### src/rtl/vga_pkg.sv
// rtl/vga_pkg.sv - shared VGA geometry defaults, box palette and cursor FSM states
package vga_pkg;

  localparam int H_MAX_DEFAULT = 640;
  localparam int V_MAX_DEFAULT = 480;

  typedef enum logic [1:0] {
    IDLE   = 2'd0,
    HOLD   = 2'd1,
    REPEAT = 2'd2
  } cursor_state_t;

  // Entry 0 sits in the low byte: E0, 1C, 03, FC, E3, 1F, FF, 92
  localparam logic [63:0] PALETTE = {
    8'h92, 8'hFF, 8'h1F, 8'hE3, 8'hFC, 8'h03, 8'h1C, 8'hE0
  };

  function automatic logic [7:0] palette_color(input logic [2:0] idx);
    return PALETTE[{idx, 3'b000} +: 8];
  endfunction

endpackage

### src/rtl/btn_sync_edge.sv
// rtl/btn_sync_edge.sv - two-flop synchroniser plus rise detector for one button
module btn_sync_edge (
  input  logic clk,
  input  logic resetn,
  input  logic btn,
  output logic level,
  output logic rise
);

  logic s1;
  logic s2;
  logic s3;

  // s1/s2 bring the asynchronous level into clk; s3 holds the previous synchronised value
  always_ff @(posedge clk) begin
    if (!resetn) begin
      s1 <= 1'b0;
      s2 <= 1'b0;
      s3 <= 1'b0;
    end else begin
      s1 <= btn;
      s2 <= s1;
      s3 <= s2;
    end
  end

  assign level = s2;
  assign rise  = s2 & ~s3;

endmodule

### src/rtl/cursor_controller.sv
// rtl/cursor_controller.sv - push-button driven box position and colour for the VGA overlay
module cursor_controller
  import vga_pkg::*;
#(
  parameter int H_MAX        = H_MAX_DEFAULT,
  parameter int V_MAX        = V_MAX_DEFAULT,
  parameter int BOX_SIZE     = 32,
  parameter int STEP         = 8,
  parameter int REPEAT_DELAY = 400,
  parameter int REPEAT_RATE  = 50
) (
  input  logic       clk_i,
  input  logic       reset_i,
  input  logic       tick_i,
  input  logic       btn_up_i,
  input  logic       btn_down_i,
  input  logic       btn_left_i,
  input  logic       btn_right_i,
  input  logic       btn_center_i,
  output logic [9:0] box_x_o,
  output logic [9:0] box_y_o,
  output logic [7:0] color_o,
  output logic       moved_o
);

  localparam logic [10:0] X_LIM     = 11'(H_MAX - BOX_SIZE);
  localparam logic [10:0] Y_LIM     = 11'(V_MAX - BOX_SIZE);
  localparam logic [9:0]  X_RST     = 10'((H_MAX - BOX_SIZE) / 2);
  localparam logic [9:0]  Y_RST     = 10'((V_MAX - BOX_SIZE) / 2);
  localparam logic [10:0] STEP_W    = 11'(STEP);
  localparam logic [9:0]  DELAY_LIM = 10'(REPEAT_DELAY - 1);
  localparam logic [9:0]  RATE_LIM  = 10'(REPEAT_RATE - 1);

  // Button order: 0 up, 1 down, 2 left, 3 right, 4 centre
  logic [4:0] btn_raw;
  logic [4:0] lvl;
  logic [4:0] rise;

  assign btn_raw = {btn_center_i, btn_right_i, btn_left_i, btn_down_i, btn_up_i};

  for (genvar i = 0; i < 5; i++) begin : g_btn
    btn_sync_edge u_sync (
      .clk    (clk_i),
      .resetn (reset_i),
      .btn    (btn_raw[i]),
      .level  (lvl[i]),
      .rise   (rise[i])
    );
  end

  cursor_state_t state_q;
  cursor_state_t state_d;
  logic [9:0]    cnt_q;
  logic [9:0]    box_x_q;
  logic [9:0]    box_y_q;
  logic [2:0]    pal_idx_q;
  logic          moved_q;

  logic step_en;
  logic cnt_clr;
  logic cnt_inc;

  logic any_rise;
  logic any_level;
  logic at_limit;
  logic center_press;

  assign any_rise     = |rise[3:0];
  assign any_level    = |lvl[3:0];
  assign at_limit     = (cnt_q == ((state_q == REPEAT) ? RATE_LIM : DELAY_LIM));
  assign center_press = rise[4] & lvl[4];

  // Opposing buttons cancel on their axis; diagonals move both axes at once
  logic x_inc_en;
  logic x_dec_en;
  logic y_inc_en;
  logic y_dec_en;

  assign x_inc_en = lvl[3] & ~lvl[2];
  assign x_dec_en = lvl[2] & ~lvl[3];
  assign y_inc_en = lvl[1] & ~lvl[0];
  assign y_dec_en = lvl[0] & ~lvl[1];

  // One extra bit lets the subtraction show underflow in bit 10 instead of wrapping
  logic [10:0] x_up;
  logic [10:0] x_dn;
  logic [10:0] y_up;
  logic [10:0] y_dn;
  logic [9:0]  x_next;
  logic [9:0]  y_next;

  assign x_up = {1'b0, box_x_q} + STEP_W;
  assign x_dn = {1'b0, box_x_q} - STEP_W;
  assign y_up = {1'b0, box_y_q} + STEP_W;
  assign y_dn = {1'b0, box_y_q} - STEP_W;

  // Candidate position for a step, saturated at both screen edges
  always_comb begin
    x_next = box_x_q;
    y_next = box_y_q;
    if (x_inc_en) begin
      x_next = (x_up > X_LIM) ? X_LIM[9:0] : x_up[9:0];
    end else if (x_dec_en) begin
      x_next = x_dn[10] ? 10'd0 : x_dn[9:0];
    end
    if (y_inc_en) begin
      y_next = (y_up > Y_LIM) ? Y_LIM[9:0] : y_up[9:0];
    end else if (y_dec_en) begin
      y_next = y_dn[10] ? 10'd0 : y_dn[9:0];
    end
  end

  // FSM state register
  always_ff @(posedge clk_i) begin
    if (!reset_i) begin
      state_q <= IDLE;
    end else begin
      state_q <= state_d;
    end
  end

  // FSM next state: a fresh press always restarts the hold delay
  always_comb begin
    state_d = state_q;
    case (state_q)
      IDLE: begin
        if (any_rise) state_d = HOLD;
      end
      HOLD, REPEAT: begin
        if (!any_level)              state_d = IDLE;
        else if (any_rise)           state_d = HOLD;
        else if (tick_i && at_limit) state_d = REPEAT;
      end
      default: state_d = IDLE;
    endcase
  end

  // FSM outputs: when to step and how to drive the tick counter
  always_comb begin
    step_en = 1'b0;
    cnt_clr = 1'b0;
    cnt_inc = 1'b0;
    case (state_q)
      IDLE: begin
        if (any_rise) begin
          step_en = 1'b1;
          cnt_clr = 1'b1;
        end
      end
      HOLD, REPEAT: begin
        if (!any_level) begin
          cnt_clr = 1'b1;
        end else if (any_rise) begin
          step_en = 1'b1;
          cnt_clr = 1'b1;
        end else if (tick_i) begin
          if (at_limit) begin
            step_en = 1'b1;
            cnt_clr = 1'b1;
          end else begin
            cnt_inc = 1'b1;
          end
        end
      end
      default: cnt_clr = 1'b1;
    endcase
  end

  // Position, move pulse, tick counter and palette index
  always_ff @(posedge clk_i) begin
    if (!reset_i) begin
      box_x_q   <= X_RST;
      box_y_q   <= Y_RST;
      moved_q   <= 1'b0;
      cnt_q     <= 10'd0;
      pal_idx_q <= 3'd0;
    end else begin
      moved_q <= step_en && ((x_next != box_x_q) || (y_next != box_y_q));
      if (step_en) begin
        box_x_q <= x_next;
        box_y_q <= y_next;
      end
      if (cnt_clr) begin
        cnt_q <= 10'd0;
      end else if (cnt_inc) begin
        cnt_q <= cnt_q + 10'd1;
      end
      if (center_press) begin
        pal_idx_q <= pal_idx_q + 3'd1;
      end
    end
  end

  assign box_x_o = box_x_q;
  assign box_y_o = box_y_q;
  assign color_o = palette_color(pal_idx_q);
  assign moved_o = moved_q;

endmodule

### config.mk
export PLATFORM = sky130hd
export DESIGN_NAME = cursor_controller
export DESIGN_NICKNAME = d
export VERILOG_FILES = /design/src/rtl/vga_pkg.sv /design/src/rtl/btn_sync_edge.sv /design/src/rtl/cursor_controller.sv
export SDC_FILE = /design/constraint.sdc
export NUM_CORES = 1
export LEC_CHECK = 0
export CAP_MARGIN = 30
export CORE_UTILIZATION = 37
export CTS_CLUSTER_DIAMETER = 200
export DETAILED_ROUTE_END_ITERATION = 10
export HOLD_SLACK_MARGIN = 0.08
export PLACE_DENSITY_LB_ADDON = 0.2
export SLEW_MARGIN = 20
export SYNTH_ARGS = -nofsm -noshare
export SYNTH_HDL_FRONTEND = slang
export SYNTH_SLANG_ARGS = --single-unit
### constraint.sdc
create_clock -name clk_i -period 2.15 [get_ports clk_i]
set_input_delay 0.43 -clock clk_i [delete_from_list [all_inputs] [get_ports clk_i]]
set_output_delay 0.43 -clock clk_i [all_outputs]
set_load 0.1 [all_outputs]
# Word level (Yosys, flattened, before mapping)
# Cells that the tools add are included.
# word_totals
in_bits,8
wordCells,93
out_inout_bits,29
ff_bits,51
# op_classes
shift,1
n_addsub,6
bitwise_logic,20
n_reduce_logical,9
mux,27
order_cmp,2
eq_ne,7
# ops
cell,count
$mux 10,8
$shiftx 64x7->8 const A,1
$add 10x4->11 const B,2
$sub 10x4->11 const B,2
$ne 10x10->1,2
$gt 11x10->1 const B,1
$gt 11x9->1 const B,1
$mux 1,11
$add 10x1->10 const B,1
$and 1x1->1,10
$eq 10x9->1,1
$not 1->1,10
$mux 9,1
$mux 2,4
$reduce_or 4->1,2
$ne 4x4->1 const B,1
$pmux 1 s2,2
$pmux 2 s2,1
$reduce_or 2->1,2
$add 3x1->3 const B,1
$eq 2x1->1 const B,1
$eq 2x2->1 const B,1
$logic_and 1x1->1,2
$logic_not 2->1,1
3 further kinds,3

# Longest topological paths before layout
# depth
word_depth,9
depth_mapped,10
depth_no_buf,9

# By module
# From an unflattened synthesis, not the netlist that was laid out.
# unflattened
cells_unflattened,442
hier_area_um2,3470.8
# modules_own_cells
module,instances,area_per_inst_um2,cells_each,seq_area_each_um2
cursor_controller,1,3007.9,407,720.7
btn_sync_edge,5,92.6,7,60.1

# Worst setup path before layout
# OpenSTA, ideal clock, no wires.
# synth_timing
path_kind,register to output
from,register pal_idx_q[2]
to,output color_o[3]
n_path_buf,2
slack_ps,-1515
path_stages_with_launch,4
t_arrival_ps,3235
cell_sequence,dfxtp_1 clkbuf_1 o21ai_0 buf_4
# synth_via
elab_chain_len,1
# synth_rtl
item,line_no,rtl
start: declaration,cursor_controller.sv:56,logic [2:0] pal_idx_q;
start signal: assignment,cursor_controller.sv:189,pal_idx_q <= pal_idx_q + 3'd1;
$shiftx 64x7->8,vga_pkg.sv:19,"return PALETTE[{idx, 3'b000} +: 8];"
end: declaration,cursor_controller.sv:22,"output logic [7:0] color_o,"
# No other way between the ends.

# Worst setup path in the final report
# layout_timing
from,register state_q[0]
to,register box_x_q[5] (netlist: box_x_o[5])
# layout_via
elab_chain_len,8
# layout_rtl
item,line_no,rtl
start: declaration,cursor_controller.sv:51,cursor_state_t state_q;
start signal: assignment,cursor_controller.sv:118,state_q <= state_d;
$eq 2x2->1,"cursor_controller.sv:70, cursor_controller.sv:143",
$mux 9,cursor_controller.sv:70,assign at_limit = (cnt_q == ((state_q == REPEAT) ? RATE_LIM : DELAY_LIM));
$eq 10x9->1,cursor_controller.sv:70,
$mux 1,cursor_controller.sv:157,if (at_limit) begin
$mux 1,cursor_controller.sv:156,end else if (tick_i) begin
$mux 1,cursor_controller.sv:153,end else if (any_rise) begin
$mux 1,cursor_controller.sv:151,if (!any_level) begin
$pmux 1 s2 (*),cursor_controller.sv:143,case (state_q)
end signal: assignment,cursor_controller.sv:180,box_x_q <= x_next;
end: declaration,cursor_controller.sv:54,logic [9:0] box_x_q;
# Mark *: on every way between the ends. The rest lies on a longest branch, timed or not.
# A chain may end at the register's enable or synchronous reset.

==> impl_metrics.env <==
export IMPL_status="finished, violations left"
export IMPL_violations="negative setup slack"
export IMPL_insertedDiodeCount=0
export IMPL_route_detailed_drc=0
export IMPL_clockBufferDepth=2
export IMPL_synth_flop_cell="dfxtp_1"
export IMPL_p_leak_nw=1.94
export IMPL_row_count=35
export IMPL_hold_depth=1
export IMPL_grt_pass1_vias=3453
export IMPL_die_w_um=100
export IMPL_path_cells="inv_2 -> ha_4 -> nand4b_1 -> nor4_2 -> o2111ai_1 -> a21o_2 -> buf_12 -> buf_8 -> o22ai_1 -> nand2_1"
export IMPL_ys_seq_area_share_pct=28.7
export IMPL_final_hold_viol_count=0
export IMPL_period_share_pct=101
export IMPL_worst_slew_pin_slew_ps=608
export IMPL_ant_nets=0
export IMPL_final_setup_viol_count=2
export IMPL_timing_fmax_mhz=461
export IMPL_synth_edff_count=0
export IMPL_syn_inst=455
export IMPL_min_path_type="reg2reg"
export IMPL_cts_tree="built"
export IMPL_slowest_stage="dfxtp_2"
export IMPL_cap_viol_max_count=0
export IMPL_die_y_um=100
export IMPL_core_area_um2=9280
export IMPL_drt_iter0_markers=152
export IMPL_cts_hold_buf=0
export IMPL_async_flop_share_pct=0
export IMPL_critPathLaunchType="flip-flop"
export IMPL_synth_cell_types=75
export IMPL_fillers=870
export IMPL_clk_latency_ps=320
export IMPL_htree_levels=2
export IMPL_crit_path_end_kind="flip-flop"
export IMPL_grt_max_degree=38
export IMPL_power_density_nw_per_um2=472
export IMPL_synth_top_area_share_pct=28.7
export IMPL_ys_top_cells_by_area="dfxtp_1, and2_1, ha_1"
export IMPL_io_pins=37
export IMPL_syn_to_final_growth_pct=40.6
export IMPL_power_mw=2.37
export IMPL_syn_nets=476
export IMPL_rr_worst_depth=10
export IMPL_relSlewSlack_pct=59.4
export IMPL_start_util_pct=38.4
export IMPL_nets=557
export IMPL_die_area_um2=10000
export IMPL_cts_made_buffers=5
export IMPL_slew_violations=0
export IMPL_rsz0062_at_grt="yes"
export IMPL_grt_util_all_layers_pct=21.2
export IMPL_clock_skew_ps=12.8
export IMPL_final_cell_mix="buf_4, dfxtp_1, nand2_1, nor2_1, and2_1"
export IMPL_vias=3663
export IMPL_drive_gt1_share_pct=36.7
export IMPL_port_buffer_count=36
export IMPL_layout_min_cycle_time_ps=2170
export IMPL_synth_warnings=0
export IMPL_final_common_cell="buf_4"
export IMPL_crit_fanout=8
export IMPL_dpl_instance_area_um2=4640
export IMPL_crit_required_ps=2350
export IMPL_grt_pass1_wl_um=17000
export IMPL_clkSinkCount=51
export IMPL_synth_area_um2=3560
export IMPL_worst_ir_drop_vdd_mv=0.309
export IMPL_place_gp_congestion=0.978
export IMPL_finalWorstSetupSlack_ps=-17.3
export IMPL_wl_per_cell_um=15.7
export IMPL_worstPathArrival_ps=2360
export IMPL_totalWireLength_um=10400
export IMPL_post_dp_hpwl_um=7440
export IMPL_clk_pin_slew_worst_paths_ps=110
export IMPL_critPathKind="reg2reg"
export IMPL_grt_overflow=0
export IMPL_clockRootBuffer="clkbuf_8"
export IMPL_fin_util_pct=53.9
export IMPL_max_stage_delay_ps=350
export IMPL_postLayoutCellArea_um2=5010
export IMPL_viasPerCell=5.50
export IMPL_synth_largest_area_cell="dfxtp_1"
export IMPL_syn_area_per_cell_um2=7.83
export IMPL_antenna_found_initial=0
export IMPL_r2r_setup_slack_ps=-20
export IMPL_ys_ff_latch=51
export IMPL_dr_pass1_iters=4
-- critical path: cells and delay by family (launching register included) --
kind | cells | cell delay [ps]
compound gates | 3 | 670
fa+ha+maj | 1 | 140
buf+inv | 3 | 330
flops | 1 | 350
simple gates | 3 | 560
-- cell families (layout without fill, tap and decap cells) --
logic type               Yosys count  after routing  synth area share [%]
AO/OA/AOI/OAI                    119            119                  22.5
XOR/XNOR                          14             14                  3.44
adder cells (fa/ha/maj)           13             13                  4.57
buffers and inverters             52            134                  6.99
flip-flops                        51             51                  28.7
multiplexers                       7              7                  2.35
AND/OR/NAND/NOR                  199            199                  31.5
-- final cells by class --
cell class	instances	area (µm²)	share of cell area [%]
inverters	17	68.8	1.37
flip-flops and latches	51	1080	21.5
clock buffers	5	68.8	1.37
repair buffers	109	988	19.7
multi-input cells	352	2620	52.2
well taps	129	161	3.22
clock inverters	3	26.3	0.525
-- power by group --
part	switching, mW	leakage [nW]	internal [mW]
clock	0.374	0.0506	0.241
sequential	0.0398	0.422	0.966
combinational	0.442	1.47	0.303
total	0.855	1.94	1.51
-- synth_stat cells, drive strengths merged (3+ instances only) --
master   n
a21boi   5
a21oi   29
a31oi   12
a41oi    3
and2    26
and3    11
buf     20
clkbuf  15
dfxtp   51
ha      13
inv     17
mux2i    5
nand2   31
nand2b  12
nand3   18
nand3b   4
nand4   11
nand4b   3
nor2    30
nor2b   11
nor3    11
nor3b    3
nor4     7
o211ai   4
o21ai   28
o221ai   4
o22ai    3
o311ai   3
or2      3
or3      7
or4      3
xnor2    6
xor2     8
-- through the flow --
| step | cells | hold slack, ps | worst slack [ps] | TNS [ps] |
|---|---|---|---|---|
| after floorplan | 455 | 412 | -227 | -720 |
| after global placement | 649 | 418 | 0.0204 | 0 |
| after detailed placement | 649 | 418 | -105 | -522 |
| after CTS | 659 | 440 | -30.5 | -30.5 |
| after global routing | 666 | 464 | -113 | -1210 |
| final | 666 | 430 | -17.3 | -27.2 |
-- layer usage --
layer  vias up  routed length, µm  global-route usage, %
met5         -                  0                      0
met4         0                172                   7.02
met3        21                429                   3.48
met2        97               4880                   34.2
met1      1729               4960                   28.7
li1       1816                  -                      -
-- final timing paths --
check,end,from
worst max-delay path,box_x_o[5],state_q[0]
worst max register to register,box_x_o[5],state_q[0]
worst min register to register,g_btn[3].u_sync.level,g_btn[3].u_sync.s1
worst min-delay path,g_btn[3].u_sync.level,g_btn[3].u_sync.s1
-- state kept, by name, indices dropped and copies added, names as in the netlist --
name                count
g_btn.u_sync.s3         5
g_btn.u_sync.level      5
g_btn.u_sync.s1         5
moved_o                 1
box_x_o                10
box_y_o                10
pal_idx_q               3
state_q                 2
cnt_q                  10
-- what timing repair did --
item	CTS	global route
pin swaps	0	21
resized for setup	10	41
setup endpoints to repair	21	33
setup buffers	2	7
Note: power is estimated with default switching activity, not from simulation.
==> variant 1 (same flow settings) <==
Put one more register stage on the output `box_y_o`. The value now appears one clock later. The other outputs are not delayed to match.
--- a/src/rtl/cursor_controller.sv
+++ b/src/rtl/cursor_controller.sv
@@ -194,3 +194,5 @@
   assign box_x_o = box_x_q;
-  assign box_y_o = box_y_q;
+  always_ff @(posedge clk_i) begin
+    box_y_o <= box_y_q;
+  end
   assign color_o = palette_color(pal_idx_q);
Behaviour: not the same (Yosys sat finds a counterexample within 4 cycles, from zero or initial values and one cycle with reset_i low).
==> variant 1 against the original RTL <==
  * The run still ends with setup timing left
  * First-iteration DRC count increased by 26%
  * Sequential cell count increased by 10
  * Critical path depth decreased by 1
  * Synthesized area increased by 2.5%
  * Combinational power increased by 12%
  * Clock skew decreased by 0.0041 ns
  * Synthesized cell count unchanged
  * Via count increased by 4.2%
  * Cell area increased by 10%
  * Setup slack got worse by 0.20 ns
  * Routed wire length increased by 4.0%
  * Total power increased by 24%
  * Count of clock-buffer cells in the layout increased by 6
  * Highest routed layer unchanged
==> variant 1: results (changes against the original RTL) <==
- Status: finished with violations (unchanged)
- Failing checks: setup timing (unchanged)
- Netlist cell types: 73 (was 75)
- Placer congestion estimate: 0.929 (was 0.978)
- Number of synthesized flops with an enable pin: 0 (unchanged)
- Leading cell types by count after synthesis: 61 x dfxtp_1, 52 x nor2_1, 33 x a21oi_1 (was 51 x dfxtp_1, 31 x nand2_1, 30 x nor2_1)
- Maximum vdd drop: 0.363 mV (was 0.309 mV)
- Delay of the slowest cell on the worst path: 0.41 ns (was 0.35 ns)
- Hold EP: box_y_o[1]$_DFF_P_ (was g_btn[3].u_sync.level$_SDFF_PN0_)
- Post-route setup slack: -0.213 ns (was -0.0173 ns)
- Largest net degree at the start of global routing: 22 (was 38)
- Sw power: 992 uW (was 855 uW)
- CP max FO: 5 (was 8)
- Area contributors post-synth: dfxtp_1 33%, nor2_1 5.3%, a21oi_1 4.5% (was dfxtp_1 29%, and2_1 4.6%, ha_1 4.6%)
- Slew @ Worst Pin: 0.477 ns (was 0.608 ns)
- HP Class: register to register (unchanged)
- Worst clock skew: 0.00879 ns (was 0.0128 ns)
- Post-DP HPWL: 7700 um (was 7440 um)
- H-tree levels: 3 (was 2)
- Setup TNS: -1.24 ns (was -0.0272 ns)
- Gr usage total: 21.7% (was 21.2%)
- Final hold slack: 0.369 ns (was 0.430 ns)
- Total CTS buffers: 9 (was 5)
- WHS Path Cells: 0 (was 1)
- Critical path arrival: 2.65 ns (was 2.36 ns)
- Vias post-DR: 3,817 (was 3,663)
- Launching point of the worst reg2reg path: box_y_q[1]$_SDFFE_PN0P_ (was state_q[0]$_SDFFE_PN0P_)
- Share of cells above drive strength 1: 41.5% (was 36.7%)
- Detailed Route WL: 10,900 um (was 10,400 um)
- Worst-path clk slew: 0.07 ns (was 0.11 ns)
- Reg2Reg Depth: 9 (was 10)
- Final net count: 595 (was 557)
- Initial drt markers: 192 (was 152)
- Clock Latency Late Sink: 0.35 ns (was 0.32 ns)
- First-pass GRT wire length: 17,400 um (was 17,000 um)
- Vias in the first global route: 3,721 (was 3,453)
- Worst slack at placement: -0.273 ns (was -0.105 ns)
- Worst path slowest cell: or3_4 (was dfxtp_2)
- LEAKAGE: 0.00221 uW (was 0.00194 uW)
- Setup Viol. Count Final: 10 (was 2)
- # diodes: 0 (unchanged)
- Worst Min Path Start: box_y_q[1]$_SDFFE_PN0P_ (was g_btn[3].u_sync.s1$_SDFF_PN0_)
- R2R Path End: box_y_q[3]$_SDFFE_PN0P_ (was box_x_o[5]$_SDFFE_PN1P_)
- Register area share after synthesis: 33.4% (was 28.7%)
## variant 1: timing repair
action / CTS / global route
resized for setup: 30 / 54
endpoints found under the setup margin: 25 / 35
buffers inserted: 7 / 7
pin swaps: 11 / 24
## variant 1: how the worst max path moves through the flow
stage                                 start                       to  slack (ns)  cells after the start
global placement    box_y_q[3]$_SDFFE_PN0P_       moved_o$_SDFF_PN0_       -0.24                      9
CTS                 box_x_o[4]$_SDFFE_PN1P_       moved_o$_SDFF_PN0_       -0.17                      8
floorplan           box_x_o[3]$_SDFFE_PN0P_       moved_o$_SDFF_PN0_       -0.34                     10
finish              box_y_q[1]$_SDFFE_PN0P_  box_y_q[3]$_SDFFE_PN0P_       -0.21                      9
global route        box_y_q[3]$_SDFFE_PN0P_       moved_o$_SDFF_PN0_       -0.32                      9
detailed placement  box_y_q[3]$_SDFFE_PN0P_       moved_o$_SDFF_PN0_       -0.27                      9
## variant 1: metal layers
layer  global-route usage (%)  part of all wire [%]  vias up  routed length (um)
li1                         -                     -     1869                   -
met1                     26.8                    45     1823                4870
met2                     36.1                    48      101                5260
met3                     6.28                   4.9       24                 531
met4                     7.58                   1.9        0                 206
met5                        0                     0        -                   0
## variant 1: cell type report
cell class                 count  area (um^2)
fill                         838         3890
multi-input combinational    340         2580
timing repair buffer         141         1270
sequential                    61         1260
tap                          129          161
clock buffer                  11          131
inverter                      21         83.8
clock inverter                 5         38.8
## variant 1: stage by stage
| step | cells | instance area (um^2) |
|---|---|---|
| floorplan | 455 | 3800 |
| global placement | 679 | 4900 |
| detailed placement | 679 | 4900 |
| CTS | 702 | 5250 |
| global route | 708 | 5520 |
| finish | 708 | 5520 |
## variant 1: cell families (layout without fill, tap and decap cells)
kind of cell / count (synthesis) / in the layout / synth area share (%)
adders and majority gates: 13 / 13 / 4.46
muxes: 5 / 5 / 1.41
and+or+nand+nor: 195 / 195 / 29.3
xor gates and xnor gates: 16 / 16 / 3.84
DFF: 61 / 61 / 33.4
AOI/OAI and AO/OA: 111 / 111 / 21.2
buffers and inverters: 54 / 178 / 6.31
## variant 1: power groups by stage
stage	clock network [uW]	registers (uW)	logic (uW)
4_1_cts	919	1200	768
5_1_grt	974	1200	886
3_5_place_dp	0	1220	739
3_3_place_gp	0	1220	737
2_1_floorplan	0	1320	380
6_report	888	1200	838
## variant 1: worst max-delay path, delay by kind of cell (launching register included)
family          cells  cell delay (ns)
buf+inv             2             0.25
compound gates      4             0.85
simple gates        3             0.88
flops               1             0.33
==> variant 2 (same settings) <==
Without the edit above. Change the package constant `V_MAX_DEFAULT` from 480 to 256.
--- a/src/rtl/vga_pkg.sv
+++ b/src/rtl/vga_pkg.sv
@@ -4,3 +4,3 @@
   localparam int H_MAX_DEFAULT = 640;
-  localparam int V_MAX_DEFAULT = 480;
+  localparam int V_MAX_DEFAULT = 256;
 
Function: changed (Yosys sat finds a counterexample within 4 cycles, from zero or initial values and one cycle with reset_i low).
==> variant 2 against the original RTL <==
  * Setup slack worse by 0.0061 ns
  * Sequential share of layout area is 2.8 points higher
  * Routed wire length is 20% lower
  * Sequential cell count is the same
  * Total power is 5.8% lower
  * The flow still finishes with violations (setup timing)
  * Non-clock buffer count down 21
  * Hold slack better by 0.013 ns
  * Cell area decreased by 13%
  * Cell count fell by 12%
  * Highest routed layer unchanged
  * Synthesized area down 11%
==> variant 2: results (changes against the original RTL) <==
- Status: finished with violations (unchanged)
- Failing checks: setup timing (unchanged)
- Maximum vdd drop: 0.374 mV (was 0.309 mV)
- Worst clock skew: 0.0101 ns (was 0.0128 ns)
- LEAKAGE: 0.00169 uW (was 0.00194 uW)
- Critical path arrival: 2.42 ns (was 2.36 ns)
- Setup TNS: -0.0521 ns (was -0.0272 ns)
- CP max FO: 7 (was 8)
- Netlist cell types: 57 (was 75)
- Worst rel slew slack: 68.8% (was 59.4%)
- Leading cell types by count after synthesis: 51 x dfxtp_1, 41 x nor2_1, 36 x nand2_1 (was 51 x dfxtp_1, 31 x nand2_1, 30 x nor2_1)
- Final net count: 498 (was 557)
- Vias in the first global route: 2,933 (was 3,453)
- Register area share after synthesis: 32.2% (was 28.7%)
- Setup Viol. Count Final: 3 (was 2)
- Worst Min Path Start: g_btn[4].u_sync.s1$_SDFF_PN0_ (was g_btn[3].u_sync.s1$_SDFF_PN0_)
- Share of cells above drive strength 1: 33.2% (was 36.7%)
- Worst slack at placement: -0.139 ns (was -0.105 ns)
- Placed Cells: 565 (was 649)
- Initial drt markers: 128 (was 152)
- Post-DP HPWL: 6020 um (was 7440 um)
- Detailed-route DRC error count: 0 (unchanged)
- Area contributors post-synth: dfxtp_1 32%, a21oi_1 5.4%, and2_1 5.1% (was dfxtp_1 29%, and2_1 4.6%, ha_1 4.6%)
- Largest net degree at the start of global routing: 29 (was 38)
- Average size of a mapped cell: 7.76 um^2 (was 7.83 um^2)
- Post-route setup slack: -0.0234 ns (was -0.0173 ns)
- Mapped Nets: 429 (was 476)
- Drt wl/cell: 14.3 um (was 15.7 um)
- Placer congestion estimate: 0.891 (was 0.978)
- Vias post-DR: 3,199 (was 3,663)
- First-pass GRT wire length: 13,700 um (was 17,000 um)
- Critical Path Start: cnt_q[7]$_SDFFE_PP0P_ (was state_q[0]$_SDFFE_PN0P_)
- Gr usage total: 19.1% (was 21.2%)
- Worst-path clk slew: 0.11 ns (about the same)
- Drt first pass iters: 4 (unchanged)
- Vias per Instance: 5.48 (was 5.50)
[variant 2: changes by cell type in the layout (fill, tap and decap cells not counted), moves of 5 or more]
cell / change
nand4_1: -6
nand2b_1: -5
and3_1: -6
a31oi_1: -9
nand2_1: +5
dfxtp_2: +9
a21oi_1: +7
nor2_1: +14
dfxtp_4: -6
nand3_1: -6
buf_4: -20
[variant 2: worst max-delay path, cell delays in order, from the launching register on]
cell	delay, ns
dfxtp_1	0.40
or4bb_1	0.51
nor3_2	0.19
o2111ai_2	0.18
a21o_4	0.30
or3_4	0.39
a21oi_2	0.14
[variant 2: layout make-up]
| cell class | instances | area [um^2] |
|---|---|---|
| clock buffer | 5 | 68.8 |
| tap | 105 | 131 |
| sequential | 51 | 1070 |
| timing repair buffer | 88 | 815 |
| clock inverter | 3 | 26.3 |
| inverter | 18 | 72.6 |
| multi-input combinational | 314 | 2200 |
| fill | 798 | 3880 |
[variant 2: what timing repair did]
action / 4_1_cts / 5_1_grt
setup endpoints to repair: 20 / 33
buffers inserted: 6 / 5
gates resized for setup: 10 / 42
pin swaps: 8 / 11
[variant 2: through the flow]
step / hold WS [ns] / utilization (%) / instance area, um^2 / total power [uW]
floorplan: 0.412 / - / 3300 / 1410
global placement: 0.413 / 48.4 / 4000 / 1570
detailed placement: 0.419 / 48.4 / 4000 / 1580
CTS: 0.445 / 50.6 / 4180 / 2200
global route: 0.457 / 53.0 / 4380 / 2340
finish: 0.442 / 53.0 / 4380 / 2230
[variant 2: worst paths after layout]
path,to,slack (ns),depth (start not counted)
hold reg to reg,g_btn[4].u_sync.level$_SDFF_PN0_,0.44,1
hold / removal,g_btn[4].u_sync.level$_SDFF_PN0_,0.44,1
setup / recovery,box_y_o[9]$_SDFFE_PN0P_,-0.02,6
setup reg to reg,box_y_o[9]$_SDFFE_PN0P_,-0.02,6
[variant 2: cells by family after synthesis]
logic type | Yosys count | share of synthesized area [%]
buffers and inverters | 44 | 5.83
flip-flops | 51 | 32.2
multiplexers | 4 | 1.26
adder cells (fa/ha/maj) | 12 | 4.73
XOR/XNOR | 17 | 4.69
AND/OR/NAND/NOR | 180 | 30.4
AO/OA/AOI/OAI | 101 | 21.0
[variant 2: layer usage]
layer	wire length, um	GRT usage (%)	vias up
li1	-	-	1592
met1	4020	26.0	1511
met2	3870	30.8	86
met3	361	3.46	10
met4	110	4.92	0
met5	0	0	-
[variant 2: where the power goes]
group          internal [uW]  switching [uW]  leakage (uW)
clock                    241             362     0.0000506
combinational            243             377       0.00122
sequential               969            36.1      0.000422
total                   1450             775       0.00169
